### config.mk
export PLATFORM = sky130hd
export DESIGN_NAME = config_frame_sequencer
export DESIGN_NICKNAME = d
export VERILOG_FILES = /design/src/rtl/config_frame_sequencer.sv
export SDC_FILE = /design/constraint.sdc
export NUM_CORES = 1
export LEC_CHECK = 0
export CELL_PAD_IN_SITES_DETAIL_PLACEMENT = 1
export CELL_PAD_IN_SITES_GLOBAL_PLACEMENT = 1
export CORE_MARGIN = 8
export CORE_UTILIZATION = 26
export DETAILED_ROUTE_END_ITERATION = 16
export PLACE_DENSITY_LB_ADDON = 0.1
export RECOVER_POWER = 100
export SLEW_MARGIN = 20
export SYNTH_ARGS = -nofsm -noshare
export SYNTH_HDL_FRONTEND = slang
export SYNTH_SLANG_ARGS = --single-unit
### constraint.sdc
create_clock -name CLK -period 1.7 [get_ports CLK]
set_clock_uncertainty 0.15 [all_clocks]
set_input_delay 0.425 -clock CLK [delete_from_list [all_inputs] [get_ports CLK]]
set_output_delay 0.425 -clock CLK [all_outputs]
set_load 0.02 [all_outputs]
### src/rtl/config_frame_sequencer.sv
// config_frame_sequencer
//
// Configuration-side transmitter for the frame data bus. It accepts one
// configuration word per fabric row over a valid/ready stream and broadcasts
// it on the shared frame data bus with a row select code (1..NumberOfRows).
// After the last row it fires a single-cycle frame strobe that carries the
// captured frame address.
//
// Ports
//   CLK            clock, all state changes on posedge
//   RST            synchronous active-high reset
//   Start          begin a frame (sampled only in IDLE)
//   FrameAddr_I    frame address, captured with the accepted Start
//   WordData_I     configuration word for the next row
//   WordValid_I    WordData_I valid
//   WordReady_O    sequencer accepts a word this cycle
//   FrameData_O    frame data bus to the row registers
//   RowSelect_O    row select code, 0 = no row selected
//   FrameStrobe_O  one-cycle strobe committing the frame
//   FrameAddr_O    frame address, valid while FrameStrobe_O = 1
//   Busy_O         high in any state other than IDLE
//   Done_O         one-cycle pulse after the strobe
//
// state  | meaning
// -------+---------------------------------------------------------------
// IDLE   | waiting for Start; no word accepted
// LOAD   | accepting one word per handshake, rows 1..NumberOfRows
// FLUSH  | last row code is on the bus; no word accepted
// STROBE | FrameStrobe_O high with the captured frame address

module config_frame_sequencer #(
  parameter int FrameBitsPerRow  = 32,
  parameter int RowSelectWidth   = 5,
  parameter int NumberOfRows     = 15,
  parameter int FrameSelectWidth = 5
) (
  input  logic                        CLK,
  input  logic                        RST,
  input  logic                        Start,
  input  logic [FrameSelectWidth-1:0] FrameAddr_I,
  input  logic [FrameBitsPerRow-1:0]  WordData_I,
  input  logic                        WordValid_I,
  output logic                        WordReady_O,
  output logic [FrameBitsPerRow-1:0]  FrameData_O,
  output logic [RowSelectWidth-1:0]   RowSelect_O,
  output logic                        FrameStrobe_O,
  output logic [FrameSelectWidth-1:0] FrameAddr_O,
  output logic                        Busy_O,
  output logic                        Done_O
);

  if (NumberOfRows > (2 ** RowSelectWidth) - 1) begin : g_param_check
    $error("NumberOfRows does not fit in the row select code");
  end

  typedef enum logic [1:0] {
    ST_IDLE,
    ST_LOAD,
    ST_FLUSH,
    ST_STROBE
  } state_t;

  localparam logic [RowSelectWidth-1:0] FIRST_ROW = RowSelectWidth'(1);
  localparam logic [RowSelectWidth-1:0] LAST_ROW  = RowSelectWidth'(NumberOfRows);

  state_t                        state_q;
  state_t                        state_d;
  logic [RowSelectWidth-1:0]     row_cnt_q;
  logic [FrameBitsPerRow-1:0]    frame_data_q;
  logic [RowSelectWidth-1:0]     row_sel_q;
  logic [FrameSelectWidth-1:0]   frame_addr_q;
  logic                          done_q;
  logic                          word_ready;
  logic                          frame_strobe;
  logic                          handshake;

  assign handshake = WordValid_I & word_ready;

  always_comb begin
    state_d      = state_q;
    word_ready   = 1'b0;
    frame_strobe = 1'b0;
    case (state_q)
      ST_IDLE: begin
        if (Start) state_d = ST_LOAD;
      end
      ST_LOAD: begin
        // Ready depends on the state only, never on WordValid_I.
        word_ready = 1'b1;
        if (WordValid_I && (row_cnt_q == LAST_ROW)) state_d = ST_FLUSH;
      end
      ST_FLUSH: begin
        state_d = ST_STROBE;
      end
      ST_STROBE: begin
        frame_strobe = 1'b1;
        state_d      = ST_IDLE;
      end
      default: begin
        state_d = ST_IDLE;
      end
    endcase
  end

  always_ff @(posedge CLK) begin
    if (RST) begin
      state_q      <= ST_IDLE;
      row_cnt_q    <= FIRST_ROW;
      frame_data_q <= '0;
      row_sel_q    <= '0;
      frame_addr_q <= '0;
      done_q       <= 1'b0;
    end else begin
      state_q <= state_d;
      done_q  <= (state_q == ST_STROBE);

      // Row code is live for exactly one cycle per accepted word; the data
      // bus keeps its last value so the row registers see a stable bus.
      if (handshake) begin
        frame_data_q <= WordData_I;
        row_sel_q    <= row_cnt_q;
        // Saturate at the last row; the counter is reloaded on Start.
        if (row_cnt_q != LAST_ROW) row_cnt_q <= row_cnt_q + FIRST_ROW;
      end else begin
        row_sel_q <= '0;
      end

      if ((state_q == ST_IDLE) && Start) begin
        frame_addr_q <= FrameAddr_I;
        row_cnt_q    <= FIRST_ROW;
      end
    end
  end

  assign WordReady_O   = word_ready;
  assign FrameData_O   = frame_data_q;
  assign RowSelect_O   = row_sel_q;
  assign FrameStrobe_O = frame_strobe;
  // Address is only presented with the strobe so the bus stays quiet otherwise.
  assign FrameAddr_O   = frame_strobe ? frame_addr_q : '0;
  assign Busy_O        = (state_q != ST_IDLE);
  assign Done_O        = done_q;

endmodule

# After elaboration in Yosys (flattened, before gate mapping)
# Index checks and enable logic that the tools add are counted.
word_totals:
  n_memories: 0
  elab_cells: 30
  ff_bits: 50
  out_inout_bits: 46
  ram_bits: 0
  latch_bits: 0
  inputBits: 41
  rom_bits: 0
classes:
  n_div: 0
  magnitude_cmp: 0
  eq_ne: 7
  mux: 6
  bitwise: 2
  multipliers: 0
  n_reduce_logical: 8
  shift: 0
  addsub: 1
ops:
  columns: ["operator", "count"]
  rows:
  - ["$pmux W2 S4", 1]
  - ["$add A5 B1 Y5 const B", 1]
  - ["$eq A5 B4 Y1 const B", 1]
  - ["$mux W5", 1]
  - ["$ne A5 B4 Y1 const B", 1]
  - ["$eq A2 B2 Y1 const B", 2]
  - ["$mux W2", 2]
  - ["$ne A2 B2 Y1 const B", 2]
  - ["$reduce_and A2 Y1", 2]
  - ["$reduce_or A2 Y1", 2]
  - ["$eq A2 B1 Y1 const B", 1]
  - ["$logic_and A1 B1 Y1", 2]
  - ["$logic_not A2 Y1", 1]
  - ["$mux W1", 2]
  - ["$reduce_bool A2 Y1", 1]
  - ["$and A1 B1 Y1", 1]
  - ["$not A1 Y1", 1]

# Longest topological paths before layout
logic_depth:
  ltp_word: 5
  ltp_mapped: 7
  depth_no_buf: 6

# Worst setup path before layout
# OpenSTA, ideal clock, no wires.
synth_timing:
  path_type: "flip-flop to flip-flop"
  from: "register row_cnt_q[0]"
  to: "register row_cnt_q[3]"
  path_slack_ns: -0.045
  period_less_slack_ns: 1.745
  path_stages_with_launch: 7
  setup_time_ns: 0.070
  t_required_ns: 1.480
  path_buffers: 0
  arrival_ns: 1.525
  path_cell_list: "dfxtp_1 ha_1 and3_1 ha_1 nand3b_4 or3_1 a21oi_1"
synth_via:
  elab_chain_len: 2
  word_cells_on_any_way: 3
  classes_between: "add/sub (1); eq/ne (1); reduce/logical (1)"
synth_lines:
  columns: ["item", "line", "text"]
  rows:
  - ["from (decl)", "68", "logic [RowSelectWidth-1:0] row_cnt_q;"]
  - ["from (signal assigned)", "123", "if (row_cnt_q != LAST_ROW) row_cnt_q <= row_cnt_q + FIRST_ROW;"]
  - ["branches (longest 2 deep; another with $add A5 B1 Y5)", null, null]
# Several ways; the timed one is not identified.
# A chain may end at the register's enable or synchronous reset.

# Worst setup path after layout
layout_timing:
  from: "register state_q[1]"
  to: "output FrameAddr_O[0]"
layout_via:
  elab_chain_len: 3
layout_lines:
  columns: ["item", "line", "text"]
  rows:
  - ["from (decl)", "66", "state_t state_q;"]
  - ["from (signal assigned)", "114", "state_q <= state_d;"]
  - ["$eq A2 B2 Y1", "83", "case (state_q)"]
  - ["$mux W1", "83", null]
  - ["$mux W5", "140", "assign FrameAddr_O = frame_strobe ? frame_addr_q : '0;"]
  - ["to (decl)", "47", "output logic [FrameSelectWidth-1:0] FrameAddr_O,"]
# Every way passes these cells.

==> impl_metrics.sql <==
INSERT INTO impl_metrics (metric_group, metric, value, unit) VALUES
('global_routing', 'gr-usage-all-layers', '12.2', '%'),
('routing', 'routed_wire_length_per_instance', '15.2', 'um'),
('setup_path', 'path_cells', 'ha_4, buf_6, and2_4, buf_6', ''),
('die', 'design.die.area', '0.0104', 'mm2'),
('routing', 'm1WireLength', '3010', 'um'),
('die', 'ioPinCount', '87', ''),
('final_layout', 'final_cell_count_no_fill', '432', ''),
('setup_path', 'critical_path_depth', '4', ''),
('synthesis', 'synth.most_common_cell', 'nand2_1', ''),
('setup_path', 'timing.critical_path.max_delay_family', 'flip-flops', ''),
('setup_path', 'setup_crit_start', 'state_q[1]$_SDFFE_PP0P_', ''),
('placement', 'dp.cells', '418', ''),
('synthesis', 'ys.warnings.count', '0', ''),
('routing', 'met2_wire_len', '2920', 'um'),
('clock_network', 'max-clock-path-buffers', '2', ''),
('setup_path', 'timing.critical_path.slowest_cell_delay', '0.37', 'ns'),
('clock_network', 'clockRootBuffer', 'clkbuf_8', ''),
('routing', 'initial_drc_count', '75', ''),
('clock_network', 'clkSlewWorstSetupHoldPaths', '0.09', 'ns'),
('setup_path', 'regToRegEndpoint', 'row_cnt_q[3]$_SDFFE_PP0P_', ''),
('global_routing', 'grt_start_max_net_pins', '34', ''),
('clock_network', 'clock_net_sink_count', '50', ''),
('setup_path', 'cell_type_with_the_highest_occurrence_count_on_the_critical_path', 'buf_6', ''),
('setup_path', 'crit_path_start_kind', 'register', ''),
('setup_path', 'setup.worst_path.class', 'register to output pin', ''),
('global_routing', 'grt_pass1_wl', '9970', 'um'),
('setup_path', 'critical_path_peak_fanout', '6', ''),
('pwr', 'power-per-cell-area', '1160', 'mW/mm2'),
('setup_path', 'required', '1.12', 'ns'),
('setup_path', 'regToRegSetupSlack', '0.02', 'ns'),
('timing', 'hold_slack', '0.305', 'ns'),
('setup_path', 'setup.worst_path.end_class', 'output pin', ''),
('synthesis', 'number_of_synthesized_register_bits', '50', ''),
('setup_path', 'timing.critical_path.slowest_stage_cell', 'dfxtp_4', ''),
('outcome', 'outcome', 'finished with violations', ''),
('synthesis', 'synth.lib_cells_used.distinct', '24', ''),
('routing', 'met3WireLength', '594', 'um'),
('outcome', 'violations', 'setup timing', ''),
('synthesis', 'post-synth-top-area-fraction', '52.1', '%'),
('final_layout', 'num-fill-cells', '875', ''),
('setup_path', 'critical_path.reg2reg.startpoint', 'row_cnt_q[0]$_SDFFE_PP1P_', ''),
('synthesis', 'synth.cells.most_frequent', '73 x nand2_1, 50 x dfxtp_1, 40 x a21oi_1', ''),
('clock_network', 'cts_tree', 'built', ''),
('routing', 'wirelength', '6560', 'um'),
('final_layout', 'num_antenna_cells', '0', ''),
('final_layout', 'fin_nets', '380', ''),
('timing', 'timing.max_slew.rel_slack', '78.5', '%'),
('timing', 'setup_slack', '-0.0803', 'ns'),
('synthesis', 'syn_area_per_cell', '8.39', 'um2'),
('placement', 'place_hpwl', '4460', 'um'),
('timing', 'worst-slew-pin-transition', '0.319', 'ns'),
('clock_network', 'h_tree_levels', '2', ''),
('pwr', 'static-leakage-power', '1.39', 'nW'),
('synthesis', 'synth.yosys.seq_area_share', '52.1', '%'),
('setup_path', 'arrival_worst_endpoint', '1.21', 'ns'),
('global_routing', 'grt-ovfl-total', '0', ''),
('die', 'initial_utilization', '26.6', '%'),
('timing', 'timing_hold_violations_final', '0', ''),
('timing', 'timing.final.crit_share', '105', '%'),
('setup_path', 'rr_worst_depth', '6', ''),
('synthesis', 'syn_inst', '229', ''),
('pwr', 'power.ir.vdd_worst', '0.754', 'mV'),
('global_routing', 'first_global_vias', '2016', ''),
('die', 'core-area', '0.00721', 'mm2'),
('routing', 'detailedRoute.firstPassIterationCount', '3', ''),
('pwr', 'fin_total_pwr', '3.72', 'mW'),
('routing', 'avgViaCountPerCell', '4.31', ''),
('routing', 'maxUsedRoutingLayer', 'met4', ''),
('die', 'std_cell_rows', '31', ''),
('synthesis', 'synthFlopType', 'dfxtp_1', ''),
('timing', 'setup_violations', '2', '');
-- cell usage in the layout, fill, tap and decap left out --
master,count
nand2_1,72
dfxtp_1,46
a21oi_1,39
clkdlybuf4s50_1,39
dlygate4sd2_1,38
buf_4,18
buf_6,9
nand3_1,6
clkbuf_8,6
and2_4,5
and2_1,5
nor2_1,4
nor2b_1,4
ha_4,4
inv_1,3
o21ai_0,3
dfxtp_2,3
inv_2,2
o41ai_1,2
ha_1,2
clkbuf_16,2
buf_2,2
buf_12,2
and3_4,1
nand2_2,1
a21boi_1,1
nand3b_4,1
or3_1,1
nand2b_1,1
a21oi_2,1
nand4b_1,1
xor2_1,1
mux2i_1,1
xor2_2,1
or2_4,1
nor3_1,1
ha_2,1
clkinvlp_4,1
clkinv_2,1
dfxtp_4,1
-- per-layer routing --
| layer | vias up | track usage, % |
|---|---|---|
| met1 | 852 | 14.6 |
| li1 | 944 | - |
| met2 | 60 | 19.5 |
| met4 | 0 | 2.71 |
| met5 | - | 0 |
| met3 | 5 | 5.72 |
-- flip-flops by register name (all words and copies together) (netlist names) --
| name | cells |
|---|---|
| FrameData_O | 32 |
| Done_O | 1 |
| state_q | 2 |
| row_cnt_q | 5 |
| RowSelect_O | 5 |
| frame_addr_q | 5 |
-- power by group --
part | switching, mW | total (mW) | internal (mW) | leakage (nW)
clock | 0.405 | 0.733 | 0.328 | 0.0472
combinational | 0.832 | 1.57 | 0.735 | 0.936
sequential | 0.0903 | 1.42 | 1.33 | 0.407
-- through the flow --
step                      instance area (um2)  utilization (%)  setup slack, ns  TNS [ns]
after floorplan                          1920                -           0.0165         0
after global placement                   2980             41.3           -0.229     -6.17
after detailed placement                 2980             41.3           -0.307     -7.38
after CTS                                3120             43.2          -0.0987    -0.172
after global routing                     3210             44.5           -0.123    -0.399
final                                    3210             44.5          -0.0803    -0.115
-- final cells by class --
class	instances	area (um2)	area share [%]
inverter	5	18.8	0.584
clock inverter	2	12.5	0.389
sequential	50	1010	31.4
multi-input combinational	160	907	28.2
timing repair buffer	110	1060	33.0
clock buffer	6	82.6	2.57
tap	99	124	3.86
-- logic make-up (layout without fill, tap and decap cells) --
| logic type | after synthesis | in the layout | share of synthesized area, % |
|---|---|---|---|
| DFF | 50 | 50 | 52.1 |
| muxes | 1 | 1 | 0.521 |
| adders and majority gates | 7 | 7 | 4.56 |
| buffers and inverters | 19 | 123 | 5.15 |
| and+or+nand+nor | 104 | 104 | 24.2 |
| xor gates and xnor gates | 2 | 2 | 0.912 |
| AOI/OAI and AO/OA | 46 | 46 | 12.5 |
-- worst reg2reg max path, stage by stage, from the launching register on --
cell and delay, ns:
dfxtp_2 0.35, ha_4 0.15, and3_4 0.18, ha_4 0.16, nand3b_4 0.19, or3_1 0.34
a21oi_2 0.12
-- timing repair --
item,4_1_cts,5_1_grt
buffers inserted,3,1
gates cloned,0,2
resized for setup,101,12
hold endpoints to repair,0,0
hold buffers,0,0
pin swaps,8,2
endpoints found under the setup margin,51,27
-- how the worst min path moves through the flow --
stage                                             from  depth (start not counted)                      endpoint
after floorplan           frame_addr_q[0]$_SDFFE_PP0P_                          2  frame_addr_q[0]$_SDFFE_PP0P_
after global placement    FrameData_O[14]$_SDFFE_PP0P_                          2  FrameData_O[14]$_SDFFE_PP0P_
after detailed placement  FrameData_O[15]$_SDFFE_PP0P_                          2  FrameData_O[15]$_SDFFE_PP0P_
after CTS                 FrameData_O[15]$_SDFFE_PP0P_                          2  FrameData_O[15]$_SDFFE_PP0P_
after global routing       FrameData_O[2]$_SDFFE_PP0P_                          2   FrameData_O[2]$_SDFFE_PP0P_
final                      FrameData_O[8]$_SDFFE_PP0P_                          2   FrameData_O[8]$_SDFFE_PP0P_
No activity file was read; power rests on OpenSTA's default activity.
